[src/rtl/branch_resolve.sv]
// Branch resolution unit: computes targets at issue, carries them down a DEPTH-stage
// pipeline, resolves against ALU flags, trains a 2-bit BHT and flushes on redirect.
module branch_resolve #(
  parameter int XLEN        = 32,
  parameter int DEPTH       = 2,
  parameter int BHT_ENTRIES = 16,
  parameter int PC_OFFSET   = 8
) (
  input  logic            clock,
  input  logic            reset,
  input  logic            issue_valid,
  input  logic [2:0]      issue_type,
  input  logic [XLEN-1:0] issue_pc,
  input  logic [XLEN-1:0] issue_imm,
  input  logic [XLEN-1:0] issue_rs1,
  input  logic            stall,
  input  logic            flag_eq,
  input  logic            flag_lt,
  output logic            predict_taken,
  output logic            redirect,
  output logic [XLEN-1:0] redirect_pc,
  output logic [15:0]     mispredict_count
);

  localparam int IW = $clog2(BHT_ENTRIES);
  localparam int R  = DEPTH - 1;
  localparam logic [2:0] T_BEQ  = 3'b000;
  localparam logic [2:0] T_BNE  = 3'b001;
  localparam logic [2:0] T_JAL  = 3'b010;
  localparam logic [2:0] T_JALR = 3'b011;
  localparam logic [2:0] T_BLT  = 3'b100;
  localparam logic [2:0] T_BGE  = 3'b101;
  localparam logic [2:0] T_BLTU = 3'b110;
  localparam logic [2:0] T_BGEU = 3'b111;

  logic [XLEN-1:0] ia;
  logic [XLEN-1:0] issue_target;
  logic [XLEN-1:0] issue_fall;
  logic [IW-1:0]   issue_idx;
  logic            issue_cond;

  logic [1:0]      bht [BHT_ENTRIES];

  logic            p_valid  [DEPTH];
  logic [2:0]      p_type   [DEPTH];
  logic [XLEN-1:0] p_target [DEPTH];
  logic [XLEN-1:0] p_fall   [DEPTH];
  logic            p_pred   [DEPTH];
  logic [IW-1:0]   p_idx    [DEPTH];

  logic            r_cond;
  logic            r_taken;
  logic            r_mispredict;

  assign ia          = issue_pc - XLEN'(PC_OFFSET);
  assign issue_fall  = ia + XLEN'(4);
  assign issue_idx   = ia[IW+1:2];
  assign issue_cond  = (issue_type != T_JAL) && (issue_type != T_JALR);
  assign issue_target = (issue_type == T_JALR)
                      ? ((issue_rs1 + issue_imm) & {{(XLEN-1){1'b1}}, 1'b0})
                      : (ia + issue_imm);

  // Lookup reads the array before this edge's update, so same-index hits see the old count.
  assign predict_taken = !reset && issue_valid && issue_cond && bht[issue_idx][1];

  always_comb begin
    r_cond  = 1'b1;
    r_taken = 1'b0;
    case (p_type[R])
      T_BEQ:   r_taken = flag_eq;
      T_BNE:   r_taken = !flag_eq;
      T_BLT:   r_taken = flag_lt;
      T_BGE:   r_taken = !flag_lt;
      T_BLTU:  r_taken = flag_lt;
      T_BGEU:  r_taken = !flag_lt;
      default: begin
        r_cond  = 1'b0;
        r_taken = 1'b1;
      end
    endcase
  end

  assign r_mispredict = !stall && !reset && p_valid[R] && r_cond && (r_taken != p_pred[R]);

  always_comb begin
    redirect    = 1'b0;
    redirect_pc = '0;
    if (!stall && !reset && p_valid[R] && (!r_cond || (r_taken != p_pred[R]))) begin
      redirect    = 1'b1;
      redirect_pc = r_taken ? p_target[R] : p_fall[R];
    end
  end

  // A redirect squashes every stage, including whatever is issuing alongside it.
  always_ff @(posedge clock) begin
    if (reset) begin
      for (int i = 0; i < DEPTH; i++) begin
        p_valid[i]  <= 1'b0;
        p_type[i]   <= '0;
        p_target[i] <= '0;
        p_fall[i]   <= '0;
        p_pred[i]   <= 1'b0;
        p_idx[i]    <= '0;
      end
    end else if (!stall) begin
      p_valid[0]  <= issue_valid && !redirect;
      p_type[0]   <= issue_type;
      p_target[0] <= issue_target;
      p_fall[0]   <= issue_fall;
      p_pred[0]   <= predict_taken;
      p_idx[0]    <= issue_idx;
      for (int i = 1; i < DEPTH; i++) begin
        p_valid[i]  <= p_valid[i-1] && !redirect;
        p_type[i]   <= p_type[i-1];
        p_target[i] <= p_target[i-1];
        p_fall[i]   <= p_fall[i-1];
        p_pred[i]   <= p_pred[i-1];
        p_idx[i]    <= p_idx[i-1];
      end
    end
  end

  always_ff @(posedge clock) begin
    if (reset) begin
      for (int i = 0; i < BHT_ENTRIES; i++) bht[i] <= 2'b01;
    end else if (!stall && p_valid[R] && r_cond) begin
      if (r_taken && bht[p_idx[R]] != 2'b11)
        bht[p_idx[R]] <= bht[p_idx[R]] + 2'b01;
      else if (!r_taken && bht[p_idx[R]] != 2'b00)
        bht[p_idx[R]] <= bht[p_idx[R]] - 2'b01;
    end
  end

  always_ff @(posedge clock) begin
    if (reset)
      mispredict_count <= '0;
    else if (r_mispredict && mispredict_count != 16'hFFFF)
      mispredict_count <= mispredict_count + 16'd1;
  end

endmodule

[config.mk]
export PLATFORM = sky130hd
export DESIGN_NAME = branch_resolve
export DESIGN_NICKNAME = d
export VERILOG_FILES = /design/src/rtl/branch_resolve.sv
export SDC_FILE = /design/constraint.sdc
export NUM_CORES = 1
export LEC_CHECK = 0
export CAP_MARGIN = 40
export CORE_MARGIN = 4
export CORE_UTILIZATION = 52
export CTS_CLUSTER_DIAMETER = 150
export DETAILED_ROUTE_END_ITERATION = 7
export GPL_TIMING_DRIVEN = 0
export HOLD_SLACK_MARGIN = 0.08
export PLACE_DENSITY = 0.76
export SLEW_MARGIN = 0
export SYNTH_ARGS = -nofsm -noshare
export SYNTH_HDL_FRONTEND = slang
export SYNTH_SLANG_ARGS = --single-unit
[constraint.sdc]
create_clock -name clock -period 4.89 [get_ports clock]
set_input_delay 0.978 -clock clock [delete_from_list [all_inputs] [get_ports clock]]
set_output_delay 0.978 -clock clock [all_outputs]
set_load 0.005 [all_outputs]
==> results.tsv, run 1 <==
metric	value	unit
chip width	167	um
Max stage delay cell, worst path	or4_4	
Antenna Nets Post-Route	0	
setup ws final	-0.0153	ns
first-pass GRT wire length	53.7	mm
all-layer global routing usage	24.0	%
Post-Synth Simple-Gate Area	21.7	%
Synth Area in Compound Gates	13.8	%
final setup fails	1	
max incr delay on CP	0.63	ns
NumNets Final	1702	
hpwl dp	27.0	mm
Worst-Skew Late Latency	0.44	ns
Peak Freq	204	MHz
P&R area growth vs syn	20.5	%
sequential fraction of the synthesis area	42.9	%
Mapped Area	0.0132	mm2
Critical Path AT	5.12	ns
Root Driver	clkbuf_16	
EDFF count, synth	178	
Starting Density	52.6	%
crit end category	flop	
synthesized flop and latch total	194	
fin area	0.0159	mm2
Yosys Warn Count	0	
mux share of post-synthesis cell area	5.57	%
largest family of logic cells by synthesized area	simple AND/OR/NAND/NOR gates	
area share of fa/ha/maj cells after synthesis	6.65	%
DRC viols	0	
worst endpoint required time	5.10	ns
Top cell by count, worst path	or3_1	
Worst Setup Start Kind	input pin	
htree depth	4	
drt first-iter violations	1018	
total global routing overflow	0	
Syn Nets	1531	
Hold Crit Class	reg2reg	
# clock sinks	194	
Post-Route WL	34.6	mm
async set or reset register ratio after synthesis	0	%
Tcrit/Tclk final	100	%
Non-Filler Instances	1872	
TritonRoute pass-1 iters	5	
GPL Wtd Cong	0.945	
RSZ-0062 raised after global routing	yes	
CTS tree	yes	
Die ar.	0.0280	mm2
ys flop type	edfxtp_1	
Die Ht	167	um
Final Critical Period	4.91	ns
Crit Path Category	in2reg	
final hold viol count	0	
crit-path cells	clkdlybuf4s50_1, or4_4, buf_6, or3_1, nor3_1, or2_2, clkbuf_1, ha_1, nand4_1, nand2b_1, a211o_1, a21oi_2, or3_1, a31oi_1, a211oi_2	
post-synth top area share	40.5	%
top cells by area, synth	edfxtp_1 40%, ha_1 6.3%, nor2_1 4.7%, and2_1 4.4%, xnor2_1 4.0%	
Post-Syn Instances	1357	
initial antenna violation count	3	
synth unique cells	75	
Worst-path clk slew	0.08	ns
FP Rows	58	
# port buffers	145	
outcome	complete, but fails checks	
commonest cells in the netlist	178 x edfxtp_1, 165 x nor2_1, 107 x nand2_1	
Synth Area in XOR/XNOR	6.36	%
Vias	10900	
pin count of the biggest net entering global routing	69	
peak supply drop	246	uV
flop2flop setup slack	0.80	ns
Max Cap Viol	0	
fraction of layout cells with a size suffix above 1	7.20	%
dpl cells	1834	
Power Density	270	mW/mm2
measured slew at the worst slew-check pin	0.785	ns
Setup Skew	0.0163	ns
clock buffer count from CTS	17	
Yosys top cell by area	edfxtp_1	
Top delay family on crit path	simple AND/OR/NAND/NOR gates	
clk buf depth	2	
hold buffers post-CTS	0	
maximum fanout along the worst path	10	
Final Max Slew Viols	0	
I/O Pins	155	
Core ar.	0.0251	mm2
slew margin rel.	47.7	%
vias in the first global route	10200	
CP Buf/Inv Count	3	
failing checks	negative setup slack	
DR vias/cell	5.83	
Cell Area, Placed	0.0151	mm2
DR WL/cell	18.5	um
most frequent cell after synthesis	edfxtp_1	
Leakage	6.13	nW
syn avg cell area	9.74	um2
-- kinds of logic (layout without fill, tap and decap cells) --
kind of cell / after synthesis / after routing
AND/OR/NAND/NOR: 560 / 560
AO/OA/AOI/OAI: 280 / 280
flip-flops: 194 / 194
buffers and inverters: 104 / 288
XOR/XNOR: 96 / 96
adder cells (fa/ha/maj): 69 / 69
multiplexers: 54 / 54
other: 0 / 1
-- timing repair --
action,in CTS,in global routing
resized for setup,10,19
setup buffers,4,2
pin swaps,2,2
setup endpoints to repair,44,13
-- through the flow --
step / hold slack, ns / TNS, ns / setup WS [ns] / power (W) / utilization [%]
after floorplan: 0.497 / 0 / 0.246 / 0.00261 / -
after global placement: 0.499 / -15.72 / -1.12 / 0.00289 / 60.1
after detailed placement: 0.501 / -16.62 / -1.23 / 0.00291 / 60.3
after CTS: 0.519 / 0 / 0.00884 / 0.00430 / 63.1
after global routing: 0.537 / -0.159 / -0.114 / 0.00449 / 63.4
final: 0.519 / -0.0153 / -0.0153 / 0.00430 / 63.4
-- cell usage in the layout (no fill, tap or decap), types with 8 or more instances in the layout --
| cell type | n |
|---|---|
| edfxtp_1 | 178 |
| nor2_1 | 164 |
| clkdlybuf4s50_1 | 145 |
| nand2_1 | 107 |
| and2_1 | 93 |
| a21oi_1 | 71 |
| ha_1 | 67 |
| xnor2_1 | 59 |
| clkbuf_1 | 47 |
| o21ai_0 | 47 |
| inv_1 | 44 |
| nor3_1 | 39 |
| mux2i_1 | 35 |
| nand3_1 | 34 |
| a21o_1 | 34 |
| xor2_1 | 33 |
| and3_1 | 22 |
| a31oi_1 | 17 |
| clkbuf_16 | 17 |
| dfxtp_1 | 16 |
| mux4_2 | 15 |
| nand4_1 | 14 |
| o21bai_1 | 14 |
| or3_1 | 13 |
| o21a_1 | 13 |
| a211oi_1 | 10 |
| nand2b_1 | 9 |
| nor4_1 | 9 |
| o211ai_1 | 9 |
| o22ai_1 | 9 |
| nor2b_1 | 8 |
-- where the power goes --
part / internal (W) / total (W) / switching (W) / leakage (nW)
Clock: 0.000704 / 0.00141 / 0.000701 / 0.301
Sequential: 0.00193 / 0.00196 / 0.0000291 / 2.00
Combinational: 0.000400 / 0.000942 / 0.000542 / 3.82
Total: 0.00303 / 0.00430 / 0.00127 / 6.13
-- layer usage --
metal	wire (um)	GRT usage [%]	part of all wire, %	vias up
met5	13	0	0.038	-
met1	15100	33.3	44	5115
met4	711	5.89	2.1	2
met2	16500	40.3	48	422
met3	2280	3.16	6.6	58
li1	-	-	-	5316
-- sequential cells by signal, summed over array words and instances, names as in the netlist --
| signal | flops |
|---|---|
| p_idx | 8 |
| p_pred | 2 |
| mispredict_count | 16 |
| p_target | 64 |
| p_fall | 64 |
| bht | 32 |
| p_valid | 2 |
| p_type | 6 |
-- layout make-up --
class	count	area, um2
Antenna cell	1	2.50
Buffer	59	243
Clock inverter	15	199
Multi-Input combinational cell	1059	7260
Timing Repair Buffer	153	1550
Sequential cell	194	5670
Fill cell	2087	9180
Tap cell	330	413
Inverter	44	165
Clock buffer	17	425
-- final timing paths --
kind / from / to / cells after the start
hold reg to reg: p_target[0][31]$_SDFFCE_PN0P_ / p_target[0][63]$_SDFFCE_PN0P_ / 1
setup reg to reg: p_idx[0][4]$_SDFFCE_PN0P_ / bht[10][0]$_SDFFCE_PN1P_ / 9
setup / recovery: issue_pc[4] / p_target[0][27]$_SDFFCE_PN0P_ / 15
hold / removal: p_target[0][31]$_SDFFCE_PN0P_ / p_target[0][63]$_SDFFCE_PN0P_ / 1
(Power assumes the default switching activity.)
==> inputs of run 2 (changes only) <==
Settings changed: GPL_ROUTABILITY_DRIVEN from default to 0.
==> run 2 against run 1 <==
Against the previous run: the run now ends clean; maximum frequency grew 1.0%; largest power group unchanged; final cell count shrank 0.21%; critical path depth is the same.
==> results.tsv, run 2 (synthesis gave the netlist of run 1 again) <==
metric	value	unit	change
pin count of the biggest net entering global routing	56		-19%
max incr delay on CP	0.71	ns	+0.08 ns
CP Depth	15		unchanged
DR vias/cell	5.88		+0.78%
Crit Path Category	in2reg		
NumNets Final	1699		-0.18%
FP Rows	58		unchanged
Hold WS	0.521	ns	+0.00146 ns
Worst-Skew Late Latency	0.43	ns	about the same
P&R area growth vs syn	20.6	%	about the same
Reg2Reg Depth	9		unchanged
peak supply drop	276	uV	+12%
Vias	11000		+0.57%
filler instances	2061		-1.2%
Max stage delay cell, worst path	or4_1		
# clock sinks	194		unchanged
Starting Density	52.6	%	unchanged
crit end category	flop		
vias in the first global route	10200		+0.020%
Core ar.	0.0251	mm2	unchanged
CP Buf/Inv Count	1		-2
Top delay family on crit path	simple AND/OR/NAND/NOR gates		
Final Critical Period	4.86	ns	-0.0498 ns
chip width	167	um	unchanged
most frequent cells in the layout	178 x edfxtp_1, 163 x nor2_1, 145 x clkdlybuf4s50_1		
commonest non-fill, non-tap cell in the layout	edfxtp_1		
outcome	finished clean		
Antenna Nets Post-Route	0		unchanged
# port buffers	145		unchanged
fin area	0.0159	mm2	about the same
hpwl dp	26.8	mm	-0.88%
pre-CTS WS	-1.13	ns	+0.103 ns
DR WL/cell	18.4	um	-0.61%
Setup TNS	0	ns	+0.0153 ns
measured slew at the worst slew-check pin	0.768	ns	-0.0164 ns
clk buf depth	2		unchanged
hold buffers post-CTS	0		unchanged
Cell Area, Placed	0.0151	mm2	about the same
DRC viols	0		unchanged
hold path cells	1		unchanged
Power Density	275	mW/mm2	+2.0%
initial antenna violation count	1		-2
all-layer global routing usage	23.5	%	-0.49 points
Worst-path clk slew	0.08	ns	about the same
slew margin rel.	48.8	%	+1.1 points
Critical Path AT	4.99	ns	-0.13 ns
final hold viol count	0		unchanged
Peak Freq	206	MHz	+1.0%
drt first-iter violations	1008		-0.98%
first-pass GRT wire length	52.7	mm	-1.9%
Largest regs	p_fall: 64 flops, p_target: 64 flops, bht: 32 flops		
diode count	0		-1
setup ws final	0.0345	ns	+0.0498 ns
CTS tree	yes		
Die Ht	167	um	unchanged
Root Driver	clkbuf_16		
Hold Crit Class	reg2reg		
FF/Latch Area	0.00567	mm2	unchanged
maximum fanout along the worst path	6		-4
Post-Route WL	34.3	mm	-0.83%
worst endpoint required time	5.02	ns	-0.08 ns
crit-path cells	clkdlybuf4s50_1, or4_1, nor2_2, nand2_1, nor2_1, xor2_2, ha_1, and4_1, nand2b_1, o22ai_2, nor3_1, a21oi_2, or3_1, a31oi_1, a211oi_2		
Final Max Slew Viols	0		unchanged
final setup fails	0		-1
footprint of the multi-input gates	0.00725	mm2	-0.16%
fraction of layout cells with a size suffix above 1	6.89	%	-0.31 points
Tcrit/Tclk final	99.3	%	-1.0 points
clock buffer count from CTS	17		unchanged
TritonRoute pass-1 iters	7		+2
Leakage	6.13	nW	about the same
Util after Layout	63.4	%	about the same
Die ar.	0.0280	mm2	unchanged
htree depth	4		unchanged
Max Cap Viol	0		unchanged
I/O Pins	155		unchanged
Worst Setup Start Kind	input pin		
total global routing overflow	0		unchanged
Setup Skew	0.0160	ns	-0.000313 ns
run 2: stage by stage:
step / cells / total power, W
3_5_place_dp: 1834 / 0.00290
6_report: 1868 / 0.00439
2_1_floorplan: 1357 / 0.00261
3_3_place_gp: 1832 / 0.00288
5_1_grt: 1868 / 0.00457
4_1_cts: 1870 / 0.00438
run 2: area by class of cell:
cell class | count | share of cell area [%]
Multi-Input combinational cell | 1059 | 45.5
Sequential cell | 194 | 35.6
Timing Repair Buffer | 151 | 9.60
Clock buffer | 17 | 2.67
Tap cell | 330 | 2.59
Clock inverter | 15 | 1.52
Buffer | 58 | 1.50
Inverter | 44 | 1.04
run 2: routing by layer:
layer	routed length (um)	track usage [%]	share of wire [%]
met5	6	0	0.017
met4	690	6.39	2.0
met3	2820	3.64	8.2
met2	16400	39.5	48
met1	14300	32.0	42
run 2: repair_timing:
item                                   CTS  global route
pin swaps                                1             1
endpoints found under the hold margin    0             0
gates resized for setup                 10            14
setup endpoints to repair               44            15
buffers inserted                         4             0
run 2: worst reg2reg max path, cell delays in order, from the launching register on:
cell and delay, ns:
edfxtp_1 0.46, buf_1 0.58, mux4_2 0.63, mux4_2 0.52
and2_1 0.20, a211oi_1 0.46, nor2b_1 0.30, and2_1 0.16
clkbuf_1 0.33, a21o_1 0.22
run 2: path summary, 6_finish.rpt:
| check | from | to | slack, ns |
|---|---|---|---|
| max | issue_pc[15] | p_target[0][27]$_SDFFCE_PN0P_ | 0.03 |
| min reg2reg | p_target[0][20]$_SDFFCE_PN0P_ | p_target[0][52]$_SDFFCE_PN0P_ | 0.52 |
| max reg2reg | p_idx[0][4]$_SDFFCE_PN0P_ | bht[10][0]$_SDFFCE_PN1P_ | 0.74 |
| min | p_target[0][20]$_SDFFCE_PN0P_ | p_target[0][52]$_SDFFCE_PN0P_ | 0.52 |
run 2: report_power, final:
part / switching (W) / total [W] / internal, W
registers: 0.0000276 / 0.00195 / 0.00193
logic: 0.000539 / 0.000936 / 0.000397
clock network: 0.000727 / 0.00150 / 0.000772
total: 0.00129 / 0.00439 / 0.00310
==> inputs of run 3 (changes only) <==
Settings changed: CORE_MARGIN 4 to default, MAX_ROUTING_LAYER from default to met4, PLACE_DENSITY 0.76 to 0.78.
==> run 3 against run 2 <==
Against the previous run: critical path depth is the same; sequential power barely moved; first-iteration DRC count fell by 3.8%; clock power about the same.
==> results.tsv, run 3 (synthesis gave the netlist of run 1 again) <==
metric	value	unit	change
Die Ht	161	um	-3.6%
hold buffers post-CTS	0		unchanged
CTS tree	yes		
Crit Path Category	in2reg		
Core ar.	0.0246	mm2	-2.0%
CP Buf/Inv Count	2		+1
crit end category	flop		
Worst-path clk slew	0.08	ns	about the same
Post-Route WL	34.0	mm	-1.0%
measured slew at the worst slew-check pin	0.781	ns	+0.0127 ns
htree depth	4		unchanged
Setup Skew	0.0131	ns	-0.00291 ns
Final Max Slew Viols	0		unchanged
# clock sinks	194		unchanged
Antenna Nets Post-Route	0		unchanged
maximum fanout along the worst path	5		-1
clock buffer count from CTS	17		unchanged
most frequent cells in the layout	178 x edfxtp_1, 163 x nor2_1, 145 x clkdlybuf4s50_1		
filler instances	1936		-6.1%
DR WL/cell	18.2	um	-0.83%
Root Driver	clkbuf_16		
Worst-Skew Late Latency	0.44	ns	about the same
max incr delay on CP	0.64	ns	-0.07 ns
DR vias/cell	5.95		+1.2%
all-layer global routing usage	27.0	%	+3.5 points
Max stage delay cell, worst path	or4_4		
chip width	161	um	-3.6%
drt first-iter violations	970		-3.8%
P&R area growth vs syn	20.5	%	about the same
final hold viol count	0		unchanged
outcome	finished clean		
I/O Pins	155		unchanged
Power Density	275	mW/mm2	-0.15%
TritonRoute pass-1 iters	5		-2
worst endpoint required time	5.10	ns	+0.08 ns
DRC viols	0		unchanged
Die ar.	0.0261	mm2	-7.0%
FP Rows	57		-1.7%
slew margin rel.	47.9	%	-0.85 points
# port buffers	145		unchanged
total global routing overflow	0		unchanged
final setup fails	0		unchanged
clk buf depth	2		unchanged
Leakage	6.12	nW	-0.16%
pin count of the biggest net entering global routing	60		+7.1%
Largest regs	p_fall: 64 flops, p_target: 64 flops, bht: 32 flops		
Worst Setup Start Kind	input pin		
Tcrit/Tclk final	99.1	%	-0.23 points
first-pass GRT wire length	53.1	mm	+0.87%
vias in the first global route	10400		+1.9%
NumNets Final	1699		unchanged
Top delay family on crit path	simple AND/OR/NAND/NOR gates		
Critical Path AT	5.05	ns	+0.06 ns
Final Critical Period	4.84	ns	-0.0113 ns
Peak Freq	206	MHz	+0.23%
Setup TNS	0	ns	unchanged
hpwl dp	26.2	mm	-2.1%
Pwr Total	0.00438	W	-0.24%
peak supply drop	273	uV	-1.2%
fraction of layout cells with a size suffix above 1	6.96	%	+0.065 points
Max Cap Viol	0		unchanged
Vias	11100		+0.98%
Starting Density	53.7	%	+1.1 points
Hold Crit Class	reg2reg		
crit-path cells	clkdlybuf4s50_1, or4_4, nor3_4, a21boi_0, or2_2, clkbuf_1, ha_1, nand4_1, nand2b_1, o22ai_1, nor3_1, a21oi_2, or3_1, a31oi_1, a211oi_2		
initial antenna violation count	2		+1
commonest non-fill, non-tap cell in the layout	edfxtp_1		
-- run 3: cell types whose count changed in the layout (fill, tap and decap cells not counted), sizes merged --
cell,previous run,this run
clkbuf,65,66
buf,16,15
diode,0,2
-- run 3: final cells by class --
class                      instances  area, um2  area share (%)
timing repair buffer             150       1520            9.56
tap                              324        405            2.55
sequential                       194       5670            35.6
multi-input combinational       1059       7260            45.6
inverter                          44        165            1.04
buffer                            59        243            1.53
clock inverter                    15        226            1.42
antenna                            2       5.00          0.0314
clock buffer                      17        425            2.67
-- run 3: through the flow --
stage | setup WS (ns) | hold slack (ns) | area (um2) | instances | util (%)
floorplan | 0.246 | 0.497 | 13200 | 1357 | -
global placement | -1.04 | 0.498 | 15100 | 1826 | 61.3
detailed placement | -1.18 | 0.501 | 15100 | 1828 | 61.5
CTS | 0.0306 | 0.518 | 15800 | 1863 | 64.4
global route | -0.0534 | 0.531 | 15900 | 1864 | 64.7
finish | 0.0458 | 0.517 | 15900 | 1864 | 64.7
-- run 3: report_power, final --
group | switching [W] | internal (W)
Combinational | 0.000542 | 0.000398
Sequential | 0.0000303 | 0.00193
Clock | 0.000720 | 0.000761
-- run 3: path summary, 6_finish.rpt --
kind                                     from                             to  slack [ns]  cells after the start
setup / recovery                 issue_pc[11]  p_target[0][27]$_SDFFCE_PN0P_        0.05                     15
hold / removal    p_fall[0][12]$_SDFFCE_PN0P_    p_fall[0][44]$_SDFFCE_PN0P_        0.52                      1
hold reg to reg   p_fall[0][12]$_SDFFCE_PN0P_    p_fall[0][44]$_SDFFCE_PN0P_        0.52                      1
setup reg to reg    p_idx[0][4]$_SDFFCE_PN0P_        bht[0][1]$_SDFFCE_PN0P_        0.83                      9
-- run 3: repair_timing --
item                       4_1_cts  5_1_grt
setup endpoints to repair       44       10
pin swaps                        2        1
gates resized for setup         11       15
buffers inserted                 3        0
-- run 3: metal layers --
| layer | vias up | track usage, % | share of wire [%] |
|---|---|---|---|
| met5 | - | - | 0 |
| met4 | 0 | 10.7 | 2.9 |
| met3 | 75 | 3.34 | 7.2 |
| met2 | 522 | 43.3 | 47 |
| met1 | 5188 | 34.9 | 43 |
| li1 | 5298 | - | - |
